File: config.mk
export PLATFORM = sky130hd
export DESIGN_NAME = scr1_imem_arb
export DESIGN_NICKNAME = d
export VERILOG_FILES = /design/src/rtl/scr1_imem_arb.sv
export SDC_FILE = /design/constraint.sdc
export NUM_CORES = 1
export LEC_CHECK = 0
export BUFFER_PORTS_ARGS = -buffer_cell sky130_fd_sc_hd__buf_2
export CELL_PAD_IN_SITES_DETAIL_PLACEMENT = 1
export CELL_PAD_IN_SITES_GLOBAL_PLACEMENT = 1
export CORE_MARGIN = 2
export CORE_UTILIZATION = 15
export DETAILED_ROUTE_END_ITERATION = 8
export GPL_ROUTABILITY_DRIVEN = 0
export PLACE_DENSITY = 0.78
export RECOVER_POWER = 100
export SYNTH_ARGS = -nofsm -noshare
export SYNTH_HDL_FRONTEND = slang
export SYNTH_SLANG_ARGS = --single-unit
File: constraint.sdc
create_clock -name clk -period 2 [get_ports clk]
set_clock_uncertainty 0.2 [all_clocks]
set_input_delay 0.3 -clock clk [delete_from_list [all_inputs] [get_ports clk]]
set_output_delay 0.3 -clock clk [all_outputs]
set_load 0.05 [all_outputs]
File: src/rtl/scr1_imem_arb.sv
// Two-master arbiter onto a single imem read port: round-robin or fixed priority,
// grant held while a request waits for acceptance, in-order response routing by ID FIFO.
module scr1_imem_arb #(
   parameter int OUTSTANDING = 2,
   parameter bit RR_EN       = 1'b1
) (
   input  logic        clk,
   input  logic        rst_n,

   input  logic        m0_req,
   input  logic [31:0] m0_addr,
   output logic        m0_req_ack,
   output logic [31:0] m0_rdata,
   output logic [1:0]  m0_resp,

   input  logic        m1_req,
   input  logic [31:0] m1_addr,
   output logic        m1_req_ack,
   output logic [31:0] m1_rdata,
   output logic [1:0]  m1_resp,

   output logic        imem_req,
   output logic        imem_cmd,
   output logic [31:0] imem_addr,
   input  logic        imem_req_ack,
   input  logic [31:0] imem_rdata,
   input  logic [1:0]  imem_resp,

   output logic        err_unexp_resp
);

   localparam int PW = (OUTSTANDING > 1) ? $clog2(OUTSTANDING) : 1;
   localparam int CW = $clog2(OUTSTANDING + 1);
   localparam logic [CW-1:0] CNT_MAX  = CW'(OUTSTANDING);
   localparam logic [PW-1:0] PTR_LAST = PW'(OUTSTANDING - 1);

   // Handshake: a transfer is accepted in any cycle with imem_req and imem_req_ack both high;
   // the requester keeps mN_req and mN_addr stable until its mN_req_ack.

   logic                   lock_vld_q;
   logic                   lock_id_q;
   logic                   prio_q;
   logic                   err_q;
   logic [OUTSTANDING-1:0] fifo_q;
   logic [PW-1:0]          wr_ptr_q;
   logic [PW-1:0]          rd_ptr_q;
   logic [CW-1:0]          cnt_q;

   logic arb_id;
   logic grant;
   logic grant_req;
   logic accept;
   logic fifo_empty;
   logic fifo_full;
   logic resp_vld;
   logic pop;
   logic head_id;

   function automatic logic [PW-1:0] ptr_inc(input logic [PW-1:0] p);
      return (p == PTR_LAST) ? '0 : p + 1'b1;
   endfunction

   always_comb begin
      arb_id = 1'b0;
      if (m0_req && m1_req) begin
         arb_id = RR_EN ? prio_q : 1'b0;
      end else if (m1_req) begin
         arb_id = 1'b1;
      end
   end

   // A waiting, un-acked request keeps its grant so the address cannot change under it.
   assign grant      = lock_vld_q ? lock_id_q : arb_id;
   assign grant_req  = grant ? m1_req : m0_req;
   assign fifo_empty = (cnt_q == '0);
   assign fifo_full  = (cnt_q == CNT_MAX);

   assign imem_req   = rst_n & grant_req & ~fifo_full;
   assign imem_cmd   = 1'b0;
   assign imem_addr  = grant ? m1_addr : m0_addr;
   assign accept     = imem_req & imem_req_ack;
   assign m0_req_ack = accept & ~grant;
   assign m1_req_ack = accept & grant;

   assign resp_vld = (imem_resp != 2'b00);
   assign pop      = resp_vld & ~fifo_empty;
   assign head_id  = fifo_q[rd_ptr_q];

   always_comb begin
      m0_resp  = 2'b00;
      m1_resp  = 2'b00;
      m0_rdata = '0;
      m1_rdata = '0;
      if (!fifo_empty) begin
         if (head_id) begin
            m1_resp  = imem_resp;
            m1_rdata = imem_rdata;
         end else begin
            m0_resp  = imem_resp;
            m0_rdata = imem_rdata;
         end
      end
   end

   always_ff @(posedge clk or negedge rst_n) begin
      if (!rst_n) begin
         lock_vld_q <= 1'b0;
         lock_id_q  <= 1'b0;
         prio_q     <= 1'b0;
         err_q      <= 1'b0;
         fifo_q     <= '0;
         wr_ptr_q   <= '0;
         rd_ptr_q   <= '0;
         cnt_q      <= '0;
      end else begin
         lock_vld_q <= imem_req & ~imem_req_ack;
         lock_id_q  <= grant;
         if (accept) begin
            prio_q           <= ~grant;
            fifo_q[wr_ptr_q] <= grant;
            wr_ptr_q         <= ptr_inc(wr_ptr_q);
         end
         if (pop) begin
            rd_ptr_q <= ptr_inc(rd_ptr_q);
         end
         case ({accept, pop})
            2'b10:   cnt_q <= cnt_q + 1'b1;
            2'b01:   cnt_q <= cnt_q - 1'b1;
            default: cnt_q <= cnt_q;
         endcase
         if (resp_vld && fifo_empty) begin
            err_q <= 1'b1;
         end
      end
   end

   assign err_unexp_resp = err_q;

endmodule

* After elaboration in Yosys (flattened, before gate mapping) *
Index checks and enable logic that the tools add are counted.

word-level totals
  register bits after elaboration = 10
  input bits = 103
  output and inout port bits = 105
  logic and storage cells = 56

operators by class
  add/subtract/negate cells = 4
  $lt $le $gt $ge = 3
  equal/unequal tests = 3
  mux-type cells = 21
  bitwise gates (word level) = 11
  reduce and logical (&&, ||, !) cells = 6

operator list
  cell                 number
  $mux 32              5
  $mux 1               9
  $mux 2               4
  $and 1x1->1          7
  $eq 2x2->1 const B   2
  $lt 1x2->1 const B   2
  $not 1->1            4
  $pmux 2 s2           1
  $reduce_bool 2->1    2
  $logic_and 1x1->1    3
  $add 1x1->1 const B  2
  $add 2x1->2 const B  1
  $bwmux 2             1
  $eq 2x1->1 const B   1
  $logic_not 2->1      1
  $sub 2x1->2 const B  1
  $demux 1 s1          1
  $ge 1x1->1 const B   1

* Logic depth before layout (Yosys ltp) *
  word-level depth = 9
  mapped depth = 7
  mapped depth without buffers = 7

* Worst setup path after synthesis *
Ideal clock, no wire load.

  path type = reg2out
  from = register lock_vld_q
  to = output port m0_req_ack
  data arrival time = 1.863 ns
  required time = 1.500 ns
  setup slack = -0.363 ns
  cell stages (with the launch flop) = 5
  buffers on the path = 0
  cell sequence = dfrtp_1 -> mux2_2 -> o2111a_2 -> nand2_1 -> nor2_1

on the way
  cells in the longest elaborated chain, start to end = 6
  elaborated cells between the ends (all ways) = 7
  those cells by class = mux (2); bitwise (5)

RTL lines
  item                      line  source
  start, declared           40    logic lock_vld_q;
  start signal, assigned    116   lock_vld_q <= imem_req & ~imem_req_ack;
  $mux 1                    73    assign grant = lock_vld_q ? lock_id_q : arb_id;
  $mux 1                    74    assign grant_req = grant ? m1_req : m0_req;
  $and 1x1->1 (2 in a row)  78    assign imem_req = rst_n & grant_req & ~fifo_full;
  net imem_req              22    output logic imem_req,
  $and 1x1->1               81    assign accept = imem_req & imem_req_ack;
  $and 1x1->1               82    assign m0_req_ack = accept & ~grant;
  end, declared             12    output logic m0_req_ack,

The timed path passes the listed nets, and every way through them passes these cells.

* Worst setup path in the final report *
  from = register lock_vld_q
  to = output port imem_addr[10]

on the way
  cells in the longest elaborated chain, start to end = 2

RTL lines
  item           line  source
  $mux 1         73
  $mux 32        80    assign imem_addr = grant ? m1_addr : m0_addr;
  end, declared  24    output logic [31:0] imem_addr,

Every way passes these cells.

==> Implementation_results.wiki <==
{| class="wikitable"
! Metric !! Value
|-
| Min-delay worst type || input port to flip-flop
|-
| Power Total || 9.544 mW
|-
| Reported leakage power || 2.268 nW
|-
| Initial core utilization || approximately 16%
|-
| Register-to-Register Setup Slack || -160 ps
|-
| Master cell of the clock root buffer || sky130_fd_sc_hd__clkbuf_8
|-
| Setup Crit Path Kind || flip-flop to output port
|-
| Antenna diode count || 0
|-
| Data arrival time of the critical path || 1830 ps
|-
| Count of cell types in the netlist || 25
|-
| Number of pins with negative max-slew slack in the final report || 0
|-
| Area of the die || between 9000 and 10000 µm²
|-
| Crit share post-route || 116.7%
|-
| Number of maximum-capacitance constraint violations || 0
|-
| Transition time of the tightest slew-check pin || 648.4 ps
|-
| Top fanout value on the critical path || 8
|-
| Detailed-route DRC error count || 0
|-
| Post-detailed-placement half-perimeter wirelength || 5605 µm
|-
| Crit. End Element || output port
|-
| Number of nets with antenna violations after detailed routing || 0
|-
| Hold WS || approximately 120 ps
|-
| Placed cell count || 499
|-
| Drt first-iter violations || 33
|-
| Sum of routed wire length over all layers || 11770 µm
|-
| Die height || 99.53 µm
|-
| Cell count of the worst hold path || 2
|-
| Sequential cell area in the final layout || 251.5 µm²
|-
| Grt total ovfl || 0
|-
| Relative slew margins || 56.96%
|-
| Pin count of the biggest net entering global routing || 19
|-
| CTS sink count || 10
|-
| Number of vias in the routed layout || 2503
|-
| Share of the yosys chip area belonging to registers || between 10% and 20%
|-
| Proportion of layout cells with a drive suffix above 1 || 86.62%
|-
| Final Hold Viols || 0
|-
| Origin of the critical flop-to-flop path || lock_vld_q
|-
| Layout Nets || 546
|-
| Worst-skew pair later-pin latency || 240 ps
|-
| Syn-to-layout area delta || 243.5%
|-
| Nets in the synthesized netlist || about 300
|-
| Highest Clock Rate || ~430 MHz
|-
| Core ar. || a little under 9000 µm²
|-
| First-pass GRT wire length || 15460 µm
|-
| Die extent in x || 99.53 µm
|-
| Result of the run || complete, but fails checks
|-
| Final setup violating endpoints || about 110
|-
| Critical Path RT || 1500 ps
|-
| CTS buffer count || 3
|-
| Cell area after synthesis || 1369 µm²
|-
| Yosys Warn Count || 0
|-
| Worst Setup Start Kind || flip-flop
|-
| Total area of multi-input combinational cells || ~1700 µm²
|-
| Final TNS setup || -17280 ps
|-
| Core Rows || 34
|-
| Worst IR drop on VDD || 1185 µV
|-
| Number of optimization iterations in the first detailed-route pass || 4
|-
| Number of fillers in the final layout || roughly 980
|-
| Post-Syn Instances || around 190
|-
| Maximum count of clock buffers along a single path || 2
|-
| H-tree levels || 1
|-
| Top Ports || about 210
|-
| Number of register bits inferred by synthesis || 10
|-
| Initial antenna violation count || 0
|-
| Routed via count divided by cell count || 4.559
|-
| Post-synthesis average cell area || 7.167 µm²
|-
| Path depth of the worst reg2reg path || 8
|-
| Clock-pin slew of the registers on the worst-case setup and hold paths || 50 ps
|-
| Setup repair after global routing missed its margin || yes
|-
| Vias in the first global route || 2797
|-
| Count of port buffers added during placement || 206
|-
| Power density relative to cell area || 2030 nW/µm²
|-
| Number of standard cells in the final layout excluding fillers || ~550
|-
| Failing checks || setup timing
|-
| Worst path setup slack after routing || -333.5 ps
|-
| Clock period minus worst slack || 2333 ps
|-
| TritonCTS clock tree || built
|-
| Global-route usage over all layers || 20.03%
|-
| Startpoint of the tightest hold check path || imem_req_ack
|-
| Reg-to-Reg End || fifo_q[0]
|-
| Endpoint of the worst hold path || lock_vld_q
|-
| Detail-routed net length per standard cell || 21.44 µm
|}
[worst max path at each step]
stage / start / end / slack (ps) / depth (start not counted)
2_1_floorplan: rd_ptr_q / m0_rdata[10] / -150 / 3
3_3_place_gp: rd_ptr_q / m1_rdata[23] / -110 / 3
3_5_place_dp: rd_ptr_q / m1_rdata[6] / -170 / 3
4_1_cts: lock_vld_q / imem_addr[5] / -310 / 7
5_1_grt: lock_vld_q / m0_req_ack / -370 / 9
6_report: lock_vld_q / imem_addr[10] / -330 / 7
[critical path, cell delays in order (launching register included)]
cell,delay [ps]
sky130_fd_sc_hd__dfrtp_1,390
sky130_fd_sc_hd__buf_6,120
sky130_fd_sc_hd__buf_6,110
sky130_fd_sc_hd__a21o_4,210
sky130_fd_sc_hd__buf_6,140
sky130_fd_sc_hd__buf_16,140
sky130_fd_sc_hd__mux2_4,320
sky130_fd_sc_hd__buf_8,160
[area by class of cell]
| type | count | area share (%) |
|---|---|---|
| inverters | 1 | 0.07983 |
| clock buffers | 4 | 1.171 |
| flip-flops and latches | 10 | 5.349 |
| repair buffers | 252 | 53.43 |
| well taps | 108 | 2.874 |
| multi-input cells | 174 | 37.09 |
[logic make-up (layout without fill, tap and decap cells)]
kind of cell               count (synthesis)  after routing  share of synthesized area, %
muxes                                     38             44                         34.92
xor gates and xnor gates                   5              5                         3.200
AOI/OAI and AO/OA                          4              4                         2.377
DFF                                       10             10                         18.28
buffers and inverters                     16            257                         6.673
adders and majority gates                  1              1                        0.9139
other                                      1              1                        0.2740
and+or+nand+nor                          116            119                         33.36
[cell usage after synthesis]
master / n / area share (%)
sky130_fd_sc_hd__nor2_1: 73 / 20
sky130_fd_sc_hd__nand2_1: 35 / 9.6
sky130_fd_sc_hd__mux2_2: 22 / 18
sky130_fd_sc_hd__mux2_4: 14 / 15
sky130_fd_sc_hd__dfrtp_1: 10 / 18
sky130_fd_sc_hd__clkbuf_1: 7 / 1.9
sky130_fd_sc_hd__buf_2: 4 / 1.5
sky130_fd_sc_hd__buf_6: 3 / 2.5
sky130_fd_sc_hd__xnor2_1: 3 / 1.9
sky130_fd_sc_hd__mux2i_1: 2 / 1.5
sky130_fd_sc_hd__nand2b_1: 2 / 0.91
sky130_fd_sc_hd__nand3b_1: 2 / 1.1
sky130_fd_sc_hd__xor2_1: 2 / 1.3
sky130_fd_sc_hd__a21o_1: 1 / 0.55
sky130_fd_sc_hd__a21oi_1: 1 / 0.37
sky130_fd_sc_hd__and3_1: 1 / 0.46
sky130_fd_sc_hd__buf_4: 1 / 0.55
sky130_fd_sc_hd__conb_1: 1 / 0.27
sky130_fd_sc_hd__ha_1: 1 / 0.91
sky130_fd_sc_hd__inv_1: 1 / 0.27
sky130_fd_sc_hd__nand3_1: 1 / 0.37
sky130_fd_sc_hd__nor2b_1: 1 / 0.46
sky130_fd_sc_hd__o2111a_2: 1 / 0.91
sky130_fd_sc_hd__o21bai_1: 1 / 0.55
sky130_fd_sc_hd__or2_2: 1 / 0.46
[report_power, final]
group	internal, mW	switching [mW]	total [mW]
Clock	0.173	0.0844	0.258
Sequential	0.287	0.172	0.459
Combinational	3.64	5.18	8.83
Total	4.10	5.44	9.54
[through the flow]
step	setup slack [ps]	utilization (%)	instance area, µm²
after floorplan	-150.6	-	1388
final	-333.5	53.40	4702
after detailed placement	-172.5	29.06	2559
after CTS	-309.1	45.99	4050
after global routing	-373.2	53.40	4702
after global placement	-108.8	29.06	2559
[placed cells by master, fill, tap and decap left out, types with 3 or more instances in the layout]
cell type and n:
sky130_fd_sc_hd__buf_2 102, sky130_fd_sc_hd__buf_8 63, sky130_fd_sc_hd__buf_6 60, sky130_fd_sc_hd__nor2_4 53, sky130_fd_sc_hd__mux2_4 40, sky130_fd_sc_hd__nand2_1 33
sky130_fd_sc_hd__nor2_2 17, sky130_fd_sc_hd__buf_4 12, sky130_fd_sc_hd__dfrtp_1 9, sky130_fd_sc_hd__buf_12 7, sky130_fd_sc_hd__or2_4 4, sky130_fd_sc_hd__clkbuf_8 4
sky130_fd_sc_hd__nor2_1 3, sky130_fd_sc_hd__buf_16 3
[sequential cells by signal (all words and copies together) (netlist names)]
signal,count
lock_vld_q,1
lock_id_q,1
wr_ptr_q,1
err_unexp_resp,1
rd_ptr_q,1
prio_q,1
cnt_q,2
fifo_q,2
[timing repair]
item | CTS | global route
resized for setup | 333 | 124
buffers inserted | 19 | 12
hold buffers | 1 | 0
hold endpoints to repair | 10 | 0
setup endpoints to repair | 104 | 106
gates cloned | 10 | 4
pin swaps | 20 | 42
[per-layer routing]
layer	vias to the layer above	global-route usage (%)	part of all wire, %
met5	-	0	0
met4	0	4.004	2.9
met3	24	3.162	5.5
met2	131	41.16	58
met1	1222	21.08	34
li1	1126	-	-
(Power assumes the default switching activity.)
